<file path="src/rtl/flit_valid_buffer.sv">
// Router input stage: keeps only flits whose MSB valid flag is set in a small
// first-word-fall-through queue, and drops and counts valid flits that arrive while it is full.
module flit_valid_buffer #(
    parameter int DATA_WIDTH = 16,
    parameter int DEPTH      = 4,
    parameter int CNT_WIDTH  = 8
) (
    input  logic                       clk,
    input  logic                       rst_n,
    input  logic [DATA_WIDTH:0]        flit_i,
    output logic                       ready_o,
    output logic [DATA_WIDTH:0]        data_o,
    output logic                       valid_o,
    input  logic                       ready_i,
    output logic [$clog2(DEPTH):0]     count_o,
    output logic                       drop_o,
    output logic [CNT_WIDTH-1:0]       drop_cnt_o
);

    localparam int PTR_WIDTH   = $clog2(DEPTH);
    localparam int COUNT_WIDTH = PTR_WIDTH + 1;
    localparam logic [COUNT_WIDTH-1:0] FULL_COUNT = COUNT_WIDTH'(DEPTH);

    logic [DATA_WIDTH:0]      mem_reg [DEPTH];
    logic [DEPTH-1:0]         wr_en;
    logic [PTR_WIDTH-1:0]     wr_ptr_reg, wr_ptr_next;
    logic [PTR_WIDTH-1:0]     rd_ptr_reg, rd_ptr_next;
    logic [COUNT_WIDTH-1:0]   count_reg, count_next;
    logic                     drop_reg, drop_next;
    logic [CNT_WIDTH-1:0]     drop_cnt_reg, drop_cnt_next;
    logic                     full, empty, push, pop, drop;

    // Acceptance looks only at registered occupancy: no bypass when a pop frees a slot.
    always_comb begin
        full  = (count_reg == FULL_COUNT);
        empty = (count_reg == '0);
        push  = flit_i[DATA_WIDTH] && !full;
        drop  = flit_i[DATA_WIDTH] && full;
        pop   = !empty && ready_i;
    end

    always_comb begin
        wr_ptr_next   = push ? wr_ptr_reg + PTR_WIDTH'(1) : wr_ptr_reg;
        rd_ptr_next   = pop  ? rd_ptr_reg + PTR_WIDTH'(1) : rd_ptr_reg;
        count_next    = count_reg;
        case ({push, pop})
            2'b10:   count_next = count_reg + COUNT_WIDTH'(1);
            2'b01:   count_next = count_reg - COUNT_WIDTH'(1);
            default: count_next = count_reg;
        endcase
        drop_next     = drop;
        drop_cnt_next = (drop && (drop_cnt_reg != '1)) ? drop_cnt_reg + CNT_WIDTH'(1)
                                                       : drop_cnt_reg;
    end

    always_ff @(posedge clk or negedge rst_n) begin
        if (!rst_n) begin
            wr_ptr_reg   <= '0;
            rd_ptr_reg   <= '0;
            count_reg    <= '0;
            drop_reg     <= 1'b0;
            drop_cnt_reg <= '0;
        end else begin
            wr_ptr_reg   <= wr_ptr_next;
            rd_ptr_reg   <= rd_ptr_next;
            count_reg    <= count_next;
            drop_reg     <= drop_next;
            drop_cnt_reg <= drop_cnt_next;
        end
    end

    genvar gi;
    generate
        for (gi = 0; gi < DEPTH; gi++) begin : g_wr_en
            assign wr_en[gi] = push && (wr_ptr_reg == PTR_WIDTH'(gi));
        end
    endgenerate

    // Storage is left unreset; its contents are invisible while the queue is empty.
    always_ff @(posedge clk) begin
        for (int i = 0; i < DEPTH; i++) begin
            if (wr_en[i]) mem_reg[i] <= flit_i;
        end
    end

    assign data_o     = empty ? '0 : mem_reg[rd_ptr_reg];
    assign valid_o    = !empty;
    assign ready_o    = !full;
    assign count_o    = count_reg;
    assign drop_o     = drop_reg;
    assign drop_cnt_o = drop_cnt_reg;

endmodule

</file>
<file path="config.mk">
export PLATFORM = sky130hd
export DESIGN_NAME = flit_valid_buffer
export DESIGN_NICKNAME = d
export VERILOG_FILES = /design/src/rtl/flit_valid_buffer.sv
export SDC_FILE = /design/constraint.sdc
export NUM_CORES = 1
export LEC_CHECK = 0
export CAP_MARGIN = 20
export CORE_MARGIN = 10
export CORE_UTILIZATION = 55
export CTS_BUF_LIST = sky130_fd_sc_hd__clkbuf_16
export CTS_CLUSTER_SIZE = 10
export DETAILED_ROUTE_END_ITERATION = 8
export PLACE_DENSITY = 0.81
export REMOVE_ABC_BUFFERS = 1
export SYNTH_ARGS = -nofsm -noshare
export SYNTH_HDL_FRONTEND = slang
export SYNTH_SLANG_ARGS = --single-unit
</file>
<file path="constraint.sdc">
create_clock -name clk -period 5.8 [get_ports clk]
set_input_delay 1.16 -clock clk [delete_from_list [all_inputs] [get_ports clk]]
set_output_delay 1.16 -clock clk [all_outputs]
set_load 0.01 [all_outputs]
</file>
---- Word-level counts from Yosys, hierarchy flattened ----
Memory sizes are Yosys's and may differ from the RTL's.
Index checks and enable logic that the tools add are counted.
word-level totals
  flip-flop bits (word level) ............. 16
  bits in latches ......................... 0
  bits in writable memories ............... 68
  memory bits (read-only) ................. 0
  input bits .............................. 20
  output and inout bits ................... 31
  logic and storage cells ................. 53
  memories ................................ 1
operators by class
  add/sub/neg operators ................... 5
  multipliers ............................. 0
  div/mod/pow operators ................... 0
  order comparisons ....................... 0
  equal/unequal tests ..................... 7
  shift operators ......................... 0
  muxes and demuxes ....................... 19
  bitwise operators ....................... 0
  reduce and logical (&&, ||, !) cells .... 16
memories
  memory   depth  bits a word  read ports  clocked after Yosys merged registers in  wr ports  RTL line  source
  mem_reg  4      17           1           0                                        1         24        logic [DATA_WIDTH:0] mem_reg [DEPTH];
operator list
  kind                 count
  $mux 17              4
  $reduce_or 17->1     3
  $mux 1               11
  $add 8x1->8 const B  1
  $logic_and 1x1->1    8
  $ne 8x8->1 const B   1
  $eq 2x2->1 const B   3
  $mux 2               3
  $pmux 3 s2           1
  $add 2x1->2 const B  2
  $eq 2x1->1 const B   2
  $add 3x1->3 const B  1
  $eq 3x3->1 const B   1
  $logic_not 3->1      1
  $sub 3x1->3 const B  1
  $logic_not 1->1      2
  $logic_not 2->1      1
  $reduce_bool 2->1    1

---- Depth between registers and ports, before layout ----
  word-level depth ........................ 10
  mapped depth ............................ 9
  gate-level depth less buffers ........... 8

---- Least setup slack after synthesis ----
Ideal clock, no wire load.
  kind .................................... reg-to-output
  start point ............................. reg rd_ptr_reg[0]
  end point ............................... out data_o[10]
  arrival ................................. 1412 ps
  required time ........................... 4640 ps
  slack ................................... 3228 ps
  stages on the path, launching flop included .. 5
  path buffers ............................ 2
  cell sequence ........................... dfrtp_1 buf_4 buf_4 mux4_2 and2_1
between the ends
  cells in the longest elaborated chain, start to end .. 2
ends and longest elaborated chain
  item                    RTL line  source
  from (decl)             27        logic [PTR_WIDTH-1:0] rd_ptr_reg, rd_ptr_next;
  from (signal assigned)  65        rd_ptr_reg <= rd_ptr_next;
  $mem_v2 4x17            n/a
  $mux 17                 86        assign data_o = empty ? '0 : mem_reg[rd_ptr_reg];
  to (decl)               12        output logic [DATA_WIDTH:0] data_o,
No other way between the ends.

---- Worst setup path in the final report ----
  start point ............................. reg rd_ptr_reg[0]
  end point ............................... out data_o[6]
Same word-level chain as after synthesis.

==> impl_metrics.csv <==
group,metric,value,unit
sta,tns,0,ns
yosys,synth_top_family_by_area,"multiplexers",
yosys,synthesis.area,0.00341,mm^2
global_route,grt_max_degree,20,
yosys,ys_ff_latch,84,
yosys,synth.area.mux_share,13.2,%
yosys,synth-warning-count,0,
sta,final_max_slew_viol_count,0,
yosys,synthDistinctLibCells,31,
sta,setup_viol,0,
place,place_ws,2.64,ns
clocking,cts_buffer_depth,2,
sta,tightestPinTransition,0.935,ns
power_and_ir_drop,power_frac_clock,27.1,%
floorplan,io_pins,51,
floorplan,initial_core_util,57.2,%
sta,rsz0062_at_grt,"no",
clocking,hold_buffers,0,
setup_path,cp-end-kind,"output port",
floorplan,dieWidth,98.7,um
global_route,grt_pass1_wl,10300,um
routing,final_antenna_net_count,0,
clocking,cts_setup_buffers,0,
floorplan,coreArea,0.00596,mm^2
clocking,root_buffer,"clkbuf_16",
hold_path,whs_endpoint,"drop_cnt_o[0]",
flow_run,cap_violations,0,
clocking,cts.sinks,84,
power_and_ir_drop,p_leak,1.54,nW
power_and_ir_drop,p_sw,0.636,mW
global_route,antenna_found_initial,0,
power_and_ir_drop,ir_worst_vdd,0.304,mV
routing,wl_per_cell,19.8,um
clocking,clkLatencyLatePin,0.33,ns
power_and_ir_drop,pwr-share-seq,39.0,%
setup_path,required,4.64,ns
power_and_ir_drop,powerDensity,535,mW/mm^2
power_and_ir_drop,swShare,27.6,%
yosys,synth_compound_area_share,1.21,%
routing,drcViolationCount,0,
setup_path,reg2reg_depth,8,
setup_path,r2r-start,"count_o[0]",
routing,via_count,1810,
routing,routed_via_density,5.69,
setup_path,cp_max_fo,16,
sta,fmax,287,MHz
clocking,h-tree-depth,3,
cells_and_area,final_cell_mix,"edfxtp_1 (68), clkdlybuf4s50_1 (50), and2_1 (18)",
setup_path,worstReg2RegEnd,"count_o[2]",
cells_and_area,finalNetCount,265,
clocking,cts_buffers,9,
yosys,yosysSeqAreaShare,71.7,%
place,gp_congestion,0.758,
yosys,synth-simple-area-share,7.71,%
cells_and_area,area_delta_synth_final,26.4,%
power_and_ir_drop,p_comb_share,33.9,%
floorplan,die_h,98.7,um
run_status,status,"finished clean",
global_route,gr-total-overflow,0,
setup_path,r2r_slack,3.42,ns
sta,period_needed,3.48,ns
yosys,syn_avg_cell_area,18.6,um^2
sta,finClkSkew,0.00389,ns
routing,drt-total-wl,6290,um
hold_path,hold_path_depth,1,
hold_path,hp-start,"drop_cnt_o[0]",
yosys,synth_adder_area_share,2.79,%
yosys,synth_xor_area_share,1.80,%
sta,final.setup.worst_slack,2.32,ns
routing,drtIter0Drc,83,
place,port_buffers,50,
power_and_ir_drop,p_int,1.67,mW
clocking,cts_resized,0,
yosys,synthCells,183,
cells_and_area,layout-drive-gt1-share,14.8,%
cells_and_area,final_common_cell,"edfxtp_1",
routing,firstDrtPassIters,4,
global_route,grt_pass1_vias,1938,
floorplan,floorplan.rows,28,
sta,slew_headroom,37.7,%
setup_path,critPathLaunchType,"flip-flop",
sta,min_period_over_period,60.0,%
floorplan,dieArea,0.00975,mm^2
clocking,path_clk_slew,0.06,ns
cells_and_area,largest_reg_flops,68,
setup_path,critPathKind,"flip-flop to output port",
sta,hold_viol,0,
hold_path,hold_path.class,"flip-flop to flip-flop",
cells_and_area,diodes,0,
clocking,cts_tree,"built",
place,hpwl,4100,um
global_route,grt_util_all_layers,13.7,%
setup_path,cp.arrival,2.32,ns
worst max-delay path, stage by stage (launching register included):
cell,delay (ns)
dfrtp_1,0.42
buf_4,0.34
mux4_2,0.56
and2_1,0.18
clkdlybuf4s50_1,0.49
metrics by stage:
stage               cells  hold slack, ns  power [mW]  instance area, um^2  util, %
floorplan             176           0.498        1.32                 3370        -
global placement      302           0.520        1.68                 3970     66.7
detailed placement    302           0.520        1.70                 3970     66.7
CTS                   318           0.533        2.34                 4310     72.3
global route          318           0.551        2.43                 4310     72.3
finish                318           0.533        2.30                 4310     72.3
final cells by class:
cell class              instances  area [um^2]
fillers                       382         1650
clock inverters                 7          109
flip-flops and latches         84         2440
repair buffers                 51          508
well taps                      75         93.8
inverters                       5         18.8
clock buffers                   9          225
multi-input cells              87          910
cell usage after synthesis:
master     n  area [um^2]
edfxtp_1  68         2040
and2_1    18          113
mux4_2    17          383
dfrtp_1   16          400
nand2_1    7         26.3
ha_1       6         75.1
inv_1      5         18.8
a21oi_1    4         20.0
and3_1     4         25.0
nand3_1    4         20.0
xnor2_1    4         35.0
buf_2      3         15.0
mux2_1     3         33.8
xor2_1     3         26.3
and4_1     2         17.5
buf_4      2         15.0
clkbuf_1   2         7.51
mux2_2     2         22.5
a21boi_0   1         7.51
a31oi_1    1         6.26
and4_4     1         11.3
and4bb_2   1         12.5
fa_1       1         20.0
mux2i_1    1         10.0
nand2b_1   1         6.26
nand4_1    1         6.26
nor2_1     1         3.75
nor2_2     1         6.26
o21a_1     1         7.51
or3_1      1         6.26
or3b_1     1         8.76
power groups by stage:
stage / sequential, mW / combinational (mW) / clock (mW)
CTS: 0.901 / 0.801 / 0.636
global placement: 0.899 / 0.778 / 0
detailed placement: 0.908 / 0.794 / 0
finish: 0.899 / 0.781 / 0.624
floorplan: 0.913 / 0.403 / 0
global route: 0.916 / 0.856 / 0.662
layer usage:
layer  track usage, %  up-vias  wire length (um)
met2             21.9       57              3000
met3             6.77        7               492
met5                0        -                 0
li1                 -      814                 -
met4             3.97        0                74
met1             16.1      932              2720
worst max path at each step:
| stage | cells after the start | slack, ns | to | startpoint |
|---|---|---|---|---|
| 2_1_floorplan | 2 | 2.95 | data_o[0] | rd_ptr_reg[0] |
| 3_3_place_gp | 4 | 2.70 | data_o[2] | rd_ptr_reg[0] |
| 3_5_place_dp | 4 | 2.64 | data_o[12] | rd_ptr_reg[0] |
| 4_1_cts | 4 | 2.26 | data_o[6] | rd_ptr_reg[0] |
| 5_1_grt | 4 | 2.18 | data_o[6] | rd_ptr_reg[0] |
| 6_report | 4 | 2.32 | data_o[6] | rd_ptr_reg[0] |
cells by family after synthesis:
family          count (synthesis)
buf+inv                        12
simple gates                   43
xor+xnor                        7
compound gates                  7
flops                          84
fa+ha+maj                       7
mux                            23
No activity file was read; power rests on OpenSTA's default activity.
